===== config.mk =====
export PLATFORM = sky130hd
export DESIGN_NAME = text_executor
export DESIGN_NICKNAME = d
export VERILOG_FILES = /design/src/rtl/text_pkg.sv /design/src/rtl/text_cursor.sv /design/src/rtl/text_executor.sv
export SDC_FILE = /design/constraint.sdc
export NUM_CORES = 1
export LEC_CHECK = 0
export BUFFER_PORTS_ARGS = -buffer_cell sky130_fd_sc_hd__buf_2
export CELL_PAD_IN_SITES_DETAIL_PLACEMENT = 1
export CELL_PAD_IN_SITES_GLOBAL_PLACEMENT = 1
export CORE_UTILIZATION = 30
export DETAILED_ROUTE_END_ITERATION = 12
export MAX_ROUTING_LAYER = met4
export PLACE_DENSITY = 0.58
export SETUP_SLACK_MARGIN = 0.3
export SYNTH_ARGS = -nofsm -noshare
export SYNTH_HDL_FRONTEND = slang
export SYNTH_SLANG_ARGS = --single-unit

===== constraint.sdc =====
create_clock -name phi2 -period 2.8 [get_ports phi2]
set_clock_uncertainty 0.05 [all_clocks]
set_input_delay 0 -clock phi2 [delete_from_list [all_inputs] [get_ports phi2]]
set_output_delay 0 -clock phi2 [all_outputs]
set_load 0.01 [all_outputs]

===== src/rtl/text_pkg.sv =====
// Shared types and constants for the text executor: opcodes, FSM states, cell layout.
// The scroll states exist only when TEXT_SCROLL_EN is defined.
package text_pkg;

   localparam logic [7:0] TEXT_WRITE    = 8'h00;
   localparam logic [7:0] TEXT_POSITION = 8'h01;
   localparam logic [7:0] TEXT_CLEAR    = 8'h02;
   localparam logic [7:0] GET_TEXT_AT   = 8'h03;

   localparam logic [7:0] CHAR_LF     = 8'h0A;
   localparam logic [7:0] CHAR_CR     = 8'h0D;
   localparam logic [7:0] SCROLL_ATTR = 8'h0F;

   typedef enum logic [3:0] {
      ST_IDLE,
      ST_WRITE,
      ST_CLEAR,
      ST_RD_ADDR,
      ST_RD_CAP,
`ifdef TEXT_SCROLL_EN
      ST_SCRL_RD,
      ST_SCRL_WR,
      ST_SCRL_BLANK,
`endif
      ST_DONE,
      ST_ERR
   } state_e;

   typedef enum logic [2:0] {
      CUR_NONE,
      CUR_ADVANCE,
      CUR_NEWLINE,
      CUR_CR,
      CUR_SET,
      CUR_HOME
   } cursor_cmd_e;

   typedef struct packed {
      logic [7:0] attr;
      logic [7:0] chr;
   } cell_t;

   function automatic cell_t make_cell(input logic [7:0] attr, input logic [7:0] chr);
      cell_t c;
      c.attr = attr;
      c.chr  = chr;
      return c;
   endfunction

endpackage


===== src/rtl/text_cursor.sv =====
// Text cursor registers with advance / newline / CR / set / home commands.
// With TEXT_SCROLL_EN the cursor parks on the last row instead of wrapping to row 0.
module text_cursor
   import text_pkg::*;
#(
   parameter int COLS = 80,
   parameter int ROWS = 30
) (
   input  logic       clk_i,
   input  logic       rst_ni,
   input  logic [2:0] cmd_i,
   input  logic [6:0] col_i,
   input  logic [4:0] row_i,
`ifdef TEXT_SCROLL_EN
   output logic       wrap_last_row_o,
`endif
   output logic [6:0] col_o,
   output logic [4:0] row_o
);

   logic [6:0] col_q, col_d;
   logic [4:0] row_q, row_d;
   logic       last_col;
   logic       last_row;
   logic [4:0] row_next;

   assign last_col = (col_q == 7'(COLS - 1));
   assign last_row = (row_q == 5'(ROWS - 1));

`ifdef TEXT_SCROLL_EN
   assign row_next = last_row ? 5'(ROWS - 1) : row_q + 5'd1;
   assign wrap_last_row_o = last_row &&
                            ((cmd_i == CUR_ADVANCE && last_col) || cmd_i == CUR_NEWLINE);
`else
   assign row_next = last_row ? 5'd0 : row_q + 5'd1;
`endif

   always_comb begin
      col_d = col_q;
      row_d = row_q;
      case (cmd_i)
         CUR_ADVANCE: begin
            if (last_col) begin
               col_d = '0;
               row_d = row_next;
            end else begin
               col_d = col_q + 7'd1;
            end
         end
         CUR_NEWLINE: begin
            col_d = '0;
            row_d = row_next;
         end
         CUR_CR:   col_d = '0;
         CUR_SET: begin
            col_d = col_i;
            row_d = row_i;
         end
         CUR_HOME: begin
            col_d = '0;
            row_d = '0;
         end
         default: ;
      endcase
   end

   always_ff @(posedge clk_i or negedge rst_ni) begin
      if (!rst_ni) begin
         col_q <= '0;
         row_q <= '0;
      end else begin
         col_q <= col_d;
         row_q <= row_d;
      end
   end

   assign col_o = col_q;
   assign row_o = row_q;

endmodule


===== src/rtl/text_executor.sv =====
// Executes TEXT_WRITE / TEXT_POSITION / TEXT_CLEAR / GET_TEXT_AT against the text VRAM port.
// Define TEXT_SCROLL_EN to scroll the screen up instead of wrapping the cursor to row 0.
module text_executor
   import text_pkg::*;
#(
   parameter int         COLS       = 80,
   parameter int         ROWS       = 30,
   parameter int         ADDR_W     = 12,
   parameter logic [7:0] BLANK_CHAR = 8'h20
) (
   input  logic              phi2,
   input  logic              reset_n,
   input  logic [7:0]        instruction,
   input  logic [7:0]        arg_0,
   input  logic [7:0]        arg_1,
   input  logic              instruction_start,
   output logic              instruction_busy,
   output logic              instruction_finished,
   output logic              instruction_error,
   output logic [7:0]        result_0,
   output logic [7:0]        result_1,
   output logic [ADDR_W-1:0] vram_addr,
   output logic [15:0]       vram_wdata,
   output logic              vram_we,
   input  logic [15:0]       vram_rdata,
   output logic [6:0]        cursor_col,
   output logic [4:0]        cursor_row
);

   localparam logic [ADDR_W-1:0] LAST_CELL = ADDR_W'(COLS * ROWS - 1);
`ifdef TEXT_SCROLL_EN
   localparam logic [ADDR_W-1:0] LAST_SRC = ADDR_W'(COLS * (ROWS - 1) - 1);
   localparam logic [ADDR_W-1:0] COLS_A   = ADDR_W'(COLS);
   logic wrap_last_row;
`endif

   state_e            state_q, state_d;
   logic [7:0]        attr_q, attr_d;
   logic [7:0]        char_q, char_d;
   logic [6:0]        tcol_q, tcol_d;
   logic [4:0]        trow_q, trow_d;
   logic [ADDR_W-1:0] ptr_q, ptr_d;
   logic [7:0]        res0_q, res0_d;
   logic [7:0]        res1_q, res1_d;
   cursor_cmd_e       cur_cmd;
   logic              in_range;
   logic              is_ctrl;

   function automatic logic [ADDR_W-1:0] cell_addr(input logic [6:0] col, input logic [4:0] row);
      return ADDR_W'(row) * ADDR_W'(COLS) + ADDR_W'(col);
   endfunction

   assign in_range = (arg_0 < 8'(COLS)) && (arg_1 < 8'(ROWS));
   assign is_ctrl  = (char_q == CHAR_LF) || (char_q == CHAR_CR);

   text_cursor #(.COLS(COLS), .ROWS(ROWS)) u_cursor (
      .clk_i           (phi2),
      .rst_ni          (reset_n),
      .cmd_i           (cur_cmd),
      .col_i           (arg_0[6:0]),
      .row_i           (arg_1[4:0]),
`ifdef TEXT_SCROLL_EN
      .wrap_last_row_o (wrap_last_row),
`endif
      .col_o           (cursor_col),
      .row_o           (cursor_row)
   );

   // Kept apart from the FSM block: the scroll decision reads the cursor's reaction to this command.
   always_comb begin
      cur_cmd = CUR_NONE;
      case (state_q)
         ST_IDLE:
            if (instruction_start && instruction == TEXT_POSITION && in_range) cur_cmd = CUR_SET;
         ST_WRITE: begin
            if (char_q == CHAR_LF)      cur_cmd = CUR_NEWLINE;
            else if (char_q == CHAR_CR) cur_cmd = CUR_CR;
            else                        cur_cmd = CUR_ADVANCE;
         end
         ST_CLEAR:
            if (ptr_q == LAST_CELL) cur_cmd = CUR_HOME;
         default: ;
      endcase
   end

   always_comb begin
      state_d    = state_q;
      attr_d     = attr_q;
      char_d     = char_q;
      tcol_d     = tcol_q;
      trow_d     = trow_q;
      ptr_d      = ptr_q;
      res0_d     = res0_q;
      res1_d     = res1_q;
      vram_addr  = '0;
      vram_wdata = '0;
      vram_we    = 1'b0;
      case (state_q)
         ST_IDLE: begin
            if (instruction_start) begin
               case (instruction)
                  TEXT_WRITE: begin
                     attr_d  = arg_0;
                     char_d  = arg_1;
                     state_d = ST_WRITE;
                  end
                  TEXT_POSITION: state_d = in_range ? ST_DONE : ST_ERR;
                  TEXT_CLEAR: begin
                     attr_d  = arg_0;
                     ptr_d   = '0;
                     state_d = ST_CLEAR;
                  end
                  GET_TEXT_AT: begin
                     tcol_d  = arg_0[6:0];
                     trow_d  = arg_1[4:0];
                     state_d = in_range ? ST_RD_ADDR : ST_ERR;
                  end
                  default: ;
               endcase
            end
         end
         ST_WRITE: begin
            vram_addr  = cell_addr(cursor_col, cursor_row);
            vram_wdata = make_cell(attr_q, char_q);
            vram_we    = !is_ctrl;
            state_d    = ST_DONE;
`ifdef TEXT_SCROLL_EN
            if (wrap_last_row) begin
               ptr_d   = '0;
               state_d = ST_SCRL_RD;
            end
`endif
         end
         ST_CLEAR: begin
            vram_addr  = ptr_q;
            vram_wdata = make_cell(attr_q, BLANK_CHAR);
            vram_we    = 1'b1;
            ptr_d      = ptr_q + ADDR_W'(1);
            if (ptr_q == LAST_CELL) state_d = ST_DONE;
         end
         ST_RD_ADDR: begin
            vram_addr = cell_addr(tcol_q, trow_q);
            state_d   = ST_RD_CAP;
         end
         ST_RD_CAP: begin
            res0_d  = vram_rdata[7:0];
            res1_d  = vram_rdata[15:8];
            state_d = ST_DONE;
         end
`ifdef TEXT_SCROLL_EN
         // Read the cell one row below, then write it back one row up on the next cycle.
         ST_SCRL_RD: begin
            vram_addr = ptr_q + COLS_A;
            state_d   = ST_SCRL_WR;
         end
         ST_SCRL_WR: begin
            vram_addr  = ptr_q;
            vram_wdata = vram_rdata;
            vram_we    = 1'b1;
            ptr_d      = ptr_q + ADDR_W'(1);
            state_d    = (ptr_q == LAST_SRC) ? ST_SCRL_BLANK : ST_SCRL_RD;
         end
         ST_SCRL_BLANK: begin
            vram_addr  = ptr_q;
            vram_wdata = make_cell(SCROLL_ATTR, BLANK_CHAR);
            vram_we    = 1'b1;
            ptr_d      = ptr_q + ADDR_W'(1);
            if (ptr_q == LAST_CELL) state_d = ST_DONE;
         end
`endif
         ST_DONE: state_d = ST_IDLE;
         ST_ERR:  state_d = ST_IDLE;
         default: state_d = ST_IDLE;
      endcase
   end

   always_ff @(posedge phi2 or negedge reset_n) begin
      if (!reset_n) begin
         state_q <= ST_IDLE;
         attr_q  <= '0;
         char_q  <= '0;
         tcol_q  <= '0;
         trow_q  <= '0;
         ptr_q   <= '0;
         res0_q  <= '0;
         res1_q  <= '0;
      end else begin
         state_q <= state_d;
         attr_q  <= attr_d;
         char_q  <= char_d;
         tcol_q  <= tcol_d;
         trow_q  <= trow_d;
         ptr_q   <= ptr_d;
         res0_q  <= res0_d;
         res1_q  <= res1_d;
      end
   end

   assign instruction_busy     = (state_q != ST_IDLE);
   assign instruction_finished = (state_q == ST_DONE);
   assign instruction_error    = (state_q == ST_ERR);
   assign result_0             = res0_q;
   assign result_1             = res1_q;

endmodule


==> results of run 1 <==
## placed cells by master, fill, tap and decap left out, types with 13 or more instances in the layout
cell	synthesis	routed
sky130_fd_sc_hd__mux2_1	15	15
sky130_fd_sc_hd__ha_1	22	15
sky130_fd_sc_hd__nand3_1	14	13
sky130_fd_sc_hd__xnor2_1	16	16
sky130_fd_sc_hd__dfrtp_1	71	66
sky130_fd_sc_hd__buf_4	1	29
sky130_fd_sc_hd__buf_2	2	102
sky130_fd_sc_hd__dlygate4sd3_1	0	33
sky130_fd_sc_hd__nand2_1	35	34
sky130_fd_sc_hd__mux2_2	33	33
sky130_fd_sc_hd__o21ai_0	16	14
sky130_fd_sc_hd__a21oi_1	17	16
sky130_fd_sc_hd__nor2_1	37	35
sky130_fd_sc_hd__nor2b_1	13	13
## metrics by stage
stage / power, W / hold WS (ns) / std cells / worst slack (ns) / utilization, %
after detailed placement: 0.00127 / 0.0238 / 721 / 0.372 / 36.1
after CTS: 0.00250 / 0.0113 / 775 / 0.291 / 41.2
after global routing: 0.00256 / 0.0540 / 782 / 0.239 / 42.0
after floorplan: 0.00116 / -0.346 / 434 / 0.549 / -
final: 0.00247 / 0.0309 / 782 / 0.367 / 42.0
after global placement: 0.00127 / 0.0160 / 721 / 0.484 / 36.1
## metal layers
metal / share of wire (%) / track usage (%)
met4: 1.4 / 7.45
met5: 0 / -
met1: 45 / 25.8
met2: 51 / 32.3
met3: 2.5 / 2.98
## worst reg2reg max path, cell delays in order (launching register included)
cell                        delay (ns)
sky130_fd_sc_hd__dfrtp_1          0.35
sky130_fd_sc_hd__buf_4            0.24
sky130_fd_sc_hd__or3b_2           0.64
sky130_fd_sc_hd__a41oi_2          0.46
sky130_fd_sc_hd__a21oi_1          0.13
sky130_fd_sc_hd__nor2_1           0.13
sky130_fd_sc_hd__a2bb2oi_1        0.18
sky130_fd_sc_hd__a31oi_1          0.06
## state kept, by name, summed over array words and instances (netlist names)
name,count
result_0,8
char_q,8
attr_q,8
ptr_q,12
trow_q,5
state_q,3
u_cursor.col_o,7
result_1,8
u_cursor.row_o,5
tcol_q,7
## kinds of logic after synthesis
family / Yosys count / synth area share [%]
adder cells (fa/ha/maj): 26 / 8.01
AO/OA/AOI/OAI: 80 / 12.4
flip-flops: 71 / 40.0
AND/OR/NAND/NOR: 157 / 19.4
buffers and inverters: 25 / 2.59
multiplexers: 51 / 12.9
XOR/XNOR: 24 / 4.74
## worst paths after layout
path	end	startpoint	slack [ns]	depth (start not counted)
min in group asynchronous	ptr_q[8]	reset_n	0.19	2
hold reg to reg	attr_q[7]	attr_q[7]	0.43	1
hold / removal	state_q[2]	instruction[0]	0.03	3
setup reg to reg	u_cursor.col_o[4]	state_q[0]	0.43	7
max in group asynchronous	trow_q[1]	reset_n	1.71	3
setup / recovery	vram_addr[9]	trow_q[3]	0.37	9
## layout make-up
type                            count  area [sq um]
Tap cell                          184           230
Sequential cell                    71          1780
Inverter                            9          33.8
Multi-Input combinational cell    338          2670
Fill cell                        1653          8400
Clock buffer                       13           270
Timing Repair Buffer              164          1060
Clock inverter                      3          40.0
## power by group through the flow
stage	Clock (W)	Combinational [W]	Sequential [W]
2_1_floorplan	0	0.0000899	0.00107
3_3_place_gp	0	0.000194	0.00107
3_5_place_dp	0	0.000197	0.00107
4_1_cts	0.00121	0.000234	0.00105
5_1_grt	0.00125	0.000257	0.00106
6_report	0.00118	0.000232	0.00105
## what timing repair did
item	4_1_cts	5_1_grt
buffers inserted	5	7
hold buffers	33	0
endpoints found under the setup margin	4	5
gates resized for setup	17	9
endpoints found under the hold margin	77	0
pin swaps	9	9
==> results.cfg, run 1 <==
[die]
start_util_pct = 30.7
die_height_um = 124
core-area_sq_mm = 0.0145
die_width_um = 124
core_rows = 44
full_die_area_sq_mm = 0.0153
num_io_pins = 103

[power]
ir_worst_vdd_v = 0.000273
pwr_density_cell_mw_per_mm2 = 406
total_leakage_power_nw = 3.04
power.share.switching_pct = 22.9
pwr-share-comb_pct = 9.4
power.share.sequential_pct = 42.7
clock_power_share_pct = 47.9
internal_power_w = 0.00190
power.switching_w = 0.000566

[detailed_routing]
via_count = 4013
vias_per_cell = 5.13
first_pass_iteration_count_of_the_detailed_router = 4
remaining_drc_errors = 0
routedWlPerCell_um = 18.6
wl_um = 14600
dr.first_iter.drc_count = 191
postRouteAntennaNets = 0

[logic_synthesis]
yosys_register_bits = 71
netlist_area_sq_mm = 0.00444
synth.avg_cell_area_sq_um = 10.2
yosys.cell_types.count = 57
syn_nets = 503
yosys-top-cells-count = sky130_fd_sc_hd__dfrtp_1 (71), sky130_fd_sc_hd__nor2_1 (37), sky130_fd_sc_hd__nand2_1 (35), sky130_fd_sc_hd__mux2_2 (33), sky130_fd_sc_hd__ha_1 (22)
synth.yosys.seq_area_share_pct = 40.0
yosysWarnings = 0
yosys.area.top_type = sky130_fd_sc_hd__dfrtp_1
syn_inst = 434
synth_enable_flop_cells = 0
async_reset_ff_share_pct = 100
yosysMostFrequentCell = sky130_fd_sc_hd__dfrtp_1
post_synth_main_area_contributors = sky130_fd_sc_hd__dfrtp_1 (40%), sky130_fd_sc_hd__mux2_2 (8.4%), sky130_fd_sc_hd__ha_1 (6.2%), sky130_fd_sc_hd__mux2_1 (3.8%), sky130_fd_sc_hd__xnor2_1 (3.2%)
dominantRegCellSynth = sky130_fd_sc_hd__dfrtp_1
netlist.area_leader.share_pct = 40.0

[timing]
post-route-min-period_ns = 2.43
timing.setup.tns_ns = 0
final.period_utilization_pct = 86.9
rsz0062_at_grt = yes
drv_slew = 0
setup_viol = 0
relative_max_transition_margin_pct = 55.0
worst-slew-pin-transition_ns = 0.673
hold_viol_final = 0
maxClockFrequency_mhz = 411

[layout]
drive_gt1_share_pct = 36.0
flow.area_growth_from_synthesis_pct = 37.0
antenna_cells = 0
num-nets-final = 662
final_area_sq_mm = 0.00608

[clock_tree]
cts-root-buf = sky130_fd_sc_hd__clkbuf_16
clk-insertion-delay-late_ns = 0.33
path_clk_slew_ns = 0.06
tritoncts_num_sinks = 71
tritoncts = done
clk_path_buf_depth = 2
cts-buffers-inserted = 9
cts-htree-levels = 3

[critical_path]
crit_family = adder cells
arrival_worst_endpoint_ns = 2.38
crit_path_cell_trace = ha_4 > ha_4 > fa_2 > nand2_2 > nor2_4 > xor2_1 > a22oi_1 > o21ai_1 > buf_2
worst_setup_path_start_kind = flip-flop
crit_type = flip-flop to output pin
cp_max_fo = 3
worst-endpoint-required_ns = 2.75
critPathMaxStageDelay_ns = 0.56
endpoint_kind = output pin
cp.buffers_inverters = 1
critical_path_slowest_stage_cell = sky130_fd_sc_hd__fa_2
crit_path_frequent_cell = sky130_fd_sc_hd__ha_4

[place]
dpl-instance-area_sq_mm = 0.00523
io_buffer_count = 102
gp_routability_congestion = 0.829
dp_hpwl_um = 10700

[global_routing]
grt_start_max_net_pins = 29
first_global_vias = 4083
grt-ovfl-total = 0
number_of_antenna_violations_at_the_first_check_in_global_routing = 0
grt_first_pass_wirelength_um = 22100
globalRouteTotalUtil_pct = 20.2

[run]
cap_viol_max_count = 0

[hold_path]
min_path_type = input port to flip-flop

[outcome]
outcome = finished, final reports clean
No activity file was read; power rests on OpenSTA's default activity.
==> inputs of run 2 (changes only) <==
- PLACE_DENSITY: 0.58 -> not set
- PLACE_DENSITY_LB_ADDON: not set -> 0.1
==> results.cfg, run 2 (synthesized netlist as in run 1, its figures left out) <==
[detailed_routing]
remaining_drc_errors = 0
postRouteAntennaNets = 0
first_pass_iteration_count_of_the_detailed_router = 4
dr.first_iter.drc_count = 148
wl_um = 14500
routedWlPerCell_um = 18.6
vias_per_cell = 5.12
via_count = 3998

[clock_tree]
tritoncts_num_sinks = 71
path_clk_slew_ns = 0.06
cts-root-buf = sky130_fd_sc_hd__clkbuf_16
clk-insertion-delay-late_ns = 0.34
tritoncts = done
cts-htree-levels = 3
cts-buffers-inserted = 9
clk_path_buf_depth = 2

[layout]
regMostFlops = ptr_q
drive_gt1_share_pct = 35.0
antenna_cells = 0
final_common_cell = sky130_fd_sc_hd__buf_2
layout.cells.most_common_list = sky130_fd_sc_hd__buf_2 (101), sky130_fd_sc_hd__dfrtp_1 (67), sky130_fd_sc_hd__nor2_1 (36), sky130_fd_sc_hd__nand2_1 (34)
fillCellCount = 1694
final_area_sq_mm = 0.00602
largest_reg_flops = 12
num-nets-final = 661
flow.area_growth_from_synthesis_pct = 35.7

[run]
cap_viol_max_count = 0

[place]
gp_routability_congestion = 0.777
dpl-instance-area_sq_mm = 0.00523
post-place-ws_ns = 0.355
dp_hpwl_um = 10500
io_buffer_count = 102

[power]
power.switching_w = 0.000576
pwr_density_cell_mw_per_mm2 = 392
pwr-share-comb_pct = 9.6
internal_power_w = 0.00179
clock_power_share_pct = 45.7
ir_worst_vdd_v = 0.000248
power.share.switching_pct = 24.4
total_leakage_power_nw = 3.02
power.share.sequential_pct = 44.7

[global_routing]
first_global_vias = 4237
globalRouteTotalUtil_pct = 20.6
number_of_antenna_violations_at_the_first_check_in_global_routing = 0
grt_start_max_net_pins = 72
grt_first_pass_wirelength_um = 22600
grt-ovfl-total = 0

[die]
core-area_sq_mm = 0.0145
die_width_um = 124
start_util_pct = 30.7
core_rows = 44
num_io_pins = 103
full_die_area_sq_mm = 0.0153
die_height_um = 124

[critical_path]
critPathMaxStageDelay_ns = 0.44
worst-endpoint-required_ns = 2.75
crit_path_cell_trace = ha_1 > ha_1 > a21o_1 > a21oi_2 > xnor2_1 > xnor2_1 > a22oi_1 > o21ai_1 > buf_2
cp_max_fo = 4
crit_type = flip-flop to output pin
endpoint_kind = output pin
arrival_worst_endpoint_ns = 2.47
critical_path_slowest_stage_cell = sky130_fd_sc_hd__dfrtp_1
worst_setup_path_start_kind = flip-flop
cp-startpoint = trow_q[4]
r2r_setup_slack_ns = 0.44
r2r_start = state_q[0]

[timing]
relative_max_transition_margin_pct = 36.0
worst-slew-pin-transition_ns = 0.960
hold_viol_final = 0
finalWorstSetupSlack_ns = 0.276
rsz0062_at_grt = yes
setup_viol = 0
drv_slew = 0
maxClockFrequency_mhz = 396
timing.setup.tns_ns = 0
post-route-min-period_ns = 2.52
final.period_utilization_pct = 90.1

[hold_path]
min_path_type = input port to flip-flop
hold_start = arg_0[5]

[outcome]
outcome = finished, final reports clean
-- run 2: layout make-up --
cell class / count / area, sq um / share of cell area [%]
multi-input cells: 338 / 2640 / 43.9
flip-flops and latches: 71 / 1780 / 29.6
repair buffers: 163 / 1060 / 17.5
clock buffers: 13 / 260 / 4.32
well taps: 184 / 230 / 3.82
inverters: 9 / 33.8 / 0.561
clock inverters: 3 / 17.5 / 0.291
-- run 2: power groups by stage --
stage           logic, W  registers [W]  clock network (W)
2_1_floorplan  0.0000899        0.00107                  0
4_1_cts         0.000231        0.00106            0.00112
3_3_place_gp    0.000192        0.00107                  0
6_report        0.000227        0.00106            0.00108
5_1_grt         0.000254        0.00106            0.00115
3_5_place_dp    0.000194        0.00107                  0
-- run 2: critical path, delay by kind of cell (launching register included) --
family / cells / cell delay, ns
adder cells (fa/ha/maj): 2 / 0.68
AO/OA/AOI/OAI: 4 / 0.61
flip-flops: 1 / 0.44
XOR/XNOR: 2 / 0.27
buffers and inverters: 1 / 0.14
-- run 2: final timing paths --
| kind | cells past startpoint | end |
|---|---|---|
| max | 9 | vram_addr[10] |
| min | 3 | tcol_q[5] |
| max reg2reg | 5 | char_q[7] |
| min reg2reg | 1 | attr_q[4] |
| max in group asynchronous | 2 | u_cursor.row_o[1] |
| min in group asynchronous | 2 | ptr_q[7] |
-- run 2: what timing repair did --
action                                  4_1_cts  5_1_grt
endpoints found under the setup margin        3       13
resized for setup                            19        5
setup buffers                                11        1
hold endpoints to repair                    123        0
pin swaps                                    12        9
gates cloned                                  0        0
hold buffers                                 33        0
-- run 2: routing by layer --
layer,share of wire [%],up-vias,global-route usage [%],wire length [um]
li1,-,1889,-,-
met2,50,95,34.5,7310
met4,1.2,0,7.00,181
met5,0,-,-,0
met3,3.2,14,2.66,470
met1,45,2000,25.7,6540
-- run 2: per-stage QoR --
step | instances | utilization (%) | hold WS (ns) | total power (W)
final | 781 | 41.6 | 0.0103 | 0.00236
after global routing | 781 | 41.6 | 0.0260 | 0.00246
after CTS | 780 | 41.4 | 0.00692 | 0.00241
after detailed placement | 720 | 36.1 | 0.154 | 0.00127
after global placement | 720 | 36.1 | 0.165 | 0.00127
after floorplan | 434 | - | -0.346 | 0.00116
==> inputs of run 3 (changes only) <==
==> constraint.sdc (replaced) <==
create_clock -name phi2 -period 2.8 [get_ports phi2]
set_clock_uncertainty 0.05 [all_clocks]
set_input_delay 0.28 -clock phi2 [delete_from_list [all_inputs] [get_ports phi2]]
set_output_delay 0.28 -clock phi2 [all_outputs]
set_load 0.01 [all_outputs]
==> results.cfg, run 3 (synthesized netlist as in run 1, its figures left out) <==
[clock_tree]
cts-root-buf = sky130_fd_sc_hd__clkbuf_16
clk_path_buf_depth = 2
clk-insertion-delay-late_ns = 0.34
path_clk_slew_ns = 0.06
tritoncts = done
tritoncts_num_sinks = 71
cts-buffers-inserted = 9
cts-htree-levels = 3

[layout]
largest_reg_flops = 12
num-nets-final = 631
layout.cells.most_common_list = sky130_fd_sc_hd__buf_2 (102), sky130_fd_sc_hd__dfrtp_1 (68), sky130_fd_sc_hd__nand2_1 (34), sky130_fd_sc_hd__nor2_1 (33), sky130_fd_sc_hd__mux2_2 (33)
post_layout_nonfiller_instances = 751
drive_gt1_share_pct = 39.0
final_common_cell = sky130_fd_sc_hd__buf_2
regMostFlops = ptr_q
flow.area_growth_from_synthesis_pct = 31.9
antenna_cells = 0

[detailed_routing]
met2_length_um = 6720
routedWlPerCell_um = 18.3
met1Wirelength_um = 6390
first_pass_iteration_count_of_the_detailed_router = 4
dr.first_iter.drc_count = 135
wl_um = 13700
vias_per_cell = 5.15
top_layer_used = met4
met3RoutedLength_um = 409
remaining_drc_errors = 0
via_count = 3870
postRouteAntennaNets = 0

[critical_path]
r2r_setup_slack_ns = 0.43
r2r_start = state_q[2]
r2r-end = char_q[6]
crit_type = flip-flop to output pin
endpoint_kind = output pin
arrival_worst_endpoint_ns = 2.43
cp-startpoint = trow_q[1]
timing.reg2reg.worst_path_depth = 5
worst_setup_path_start_kind = flip-flop
worst-endpoint-required_ns = 2.47
cp_max_fo = 3
cp-endpoint = vram_addr[9]

[global_routing]
globalRouteTotalUtil_pct = 19.7
number_of_antenna_violations_at_the_first_check_in_global_routing = 0
first_global_vias = 4178
grt_start_max_net_pins = 72
grt-ovfl-total = 0
grt_first_pass_wirelength_um = 21900

[die]
num_io_pins = 103
die_height_um = 124
start_util_pct = 30.7
core-area_sq_mm = 0.0145
core_rows = 44
full_die_area_sq_mm = 0.0153
die_width_um = 124

[timing]
rsz0062_at_grt = yes
final.period_utilization_pct = 98.7
post-route-min-period_ns = 2.76
worst-slew-pin-transition_ns = 0.632
relative_max_transition_margin_pct = 57.8
hold_viol_final = 0
setup_viol = 0
maxClockFrequency_mhz = 362
drv_slew = 0
worst_hold_slack_ns = 0.120

[run]
cap_viol_max_count = 0

[hold_path]
min_path_type = input port to flip-flop
hold_path_depth = 2

[place]
io_buffer_count = 102
placed_cells_incl_taps = 725
gp_routability_congestion = 0.790
dp_hpwl_um = 10200

[power]
total_power_w = 0.00270
total_leakage_power_nw = 2.94
pwr_density_cell_mw_per_mm2 = 461
ir_worst_vdd_v = 0.000217

[outcome]
outcome = finished, final reports clean
## run 3: cell types whose count changed in the layout (fill, tap and decap cells not counted), sizes merged
cell,previous run,this run
buf,130,132
dlygate4sd3,33,1
clkbuf,13,9
bufinv,0,4
## run 3: layout make-up
type,count,area [sq um]
fill,1668,8630
multi-input combinational,338,2670
sequential,71,1780
timing repair buffer,133,766
tap,184,230
clock buffer,9,225
clock inverter,7,145
inverter,9,33.8
## run 3: metrics by stage
| stage | setup WS, ns | utilization [%] | setup TNS [ns] | area, sq um |
|---|---|---|---|---|
| finish | 0.0371 | 40.4 | 0 | 5850 |
| global route | -0.100 | 40.4 | -0.268 | 5850 |
| CTS | -0.0239 | 39.6 | -0.0321 | 5730 |
| detailed placement | 0.199 | 36.4 | 0 | 5270 |
| global placement | 0.237 | 36.4 | 0 | 5270 |
| floorplan | 0.355 | - | 0 | 4440 |
## run 3: critical path, cell delays in order, from the launching register on
cell and delay (ns):
sky130_fd_sc_hd__dfrtp_1 0.39, sky130_fd_sc_hd__ha_1 0.30, sky130_fd_sc_hd__ha_2 0.19, sky130_fd_sc_hd__fa_2 0.56, sky130_fd_sc_hd__nand2_2 0.07, sky130_fd_sc_hd__nor2_4 0.10, sky130_fd_sc_hd__xor2_1 0.16, sky130_fd_sc_hd__a22oi_1 0.08
sky130_fd_sc_hd__o21ai_1 0.09, sky130_fd_sc_hd__buf_2 0.15
## run 3: metal layers
layer / global-route usage, % / vias to the layer above
met5: - / -
met4: 7.00 / 0
met3: 2.47 / 18
met2: 31.7 / 67
met1: 25.3 / 1959
li1: - / 1826
## run 3: power breakdown
group | switching (W) | internal [W] | total (W) | leakage, nW
Clock | 0.000481 | 0.000964 | 0.00145 | 0.176
Sequential | 0.0000145 | 0.00104 | 0.00105 | 0.932
Combinational | 0.000120 | 0.0000794 | 0.000199 | 1.83
Total | 0.000616 | 0.00208 | 0.00270 | 2.94
## run 3: worst min path at each step
| stage | startpoint | end | slack (ns) |
|---|---|---|---|
| 2_1_floorplan | reset_n | attr_q[0] | -0.07 |
| 3_3_place_gp | reset_n | ptr_q[8] | 0.30 |
| 3_5_place_dp | reset_n | ptr_q[8] | 0.30 |
| 4_1_cts | vram_rdata[10] | result_1[2] | 0.11 |
| 5_1_grt | vram_rdata[3] | result_0[3] | 0.12 |
| 6_report | vram_rdata[10] | result_1[2] | 0.12 |
## run 3: timing repair
item,in CTS,in global routing
pin swaps,9,18
gates resized for setup,11,22
setup endpoints to repair,14,15
buffers inserted,5,4
hold buffers,1,0
hold endpoints to repair,71,0
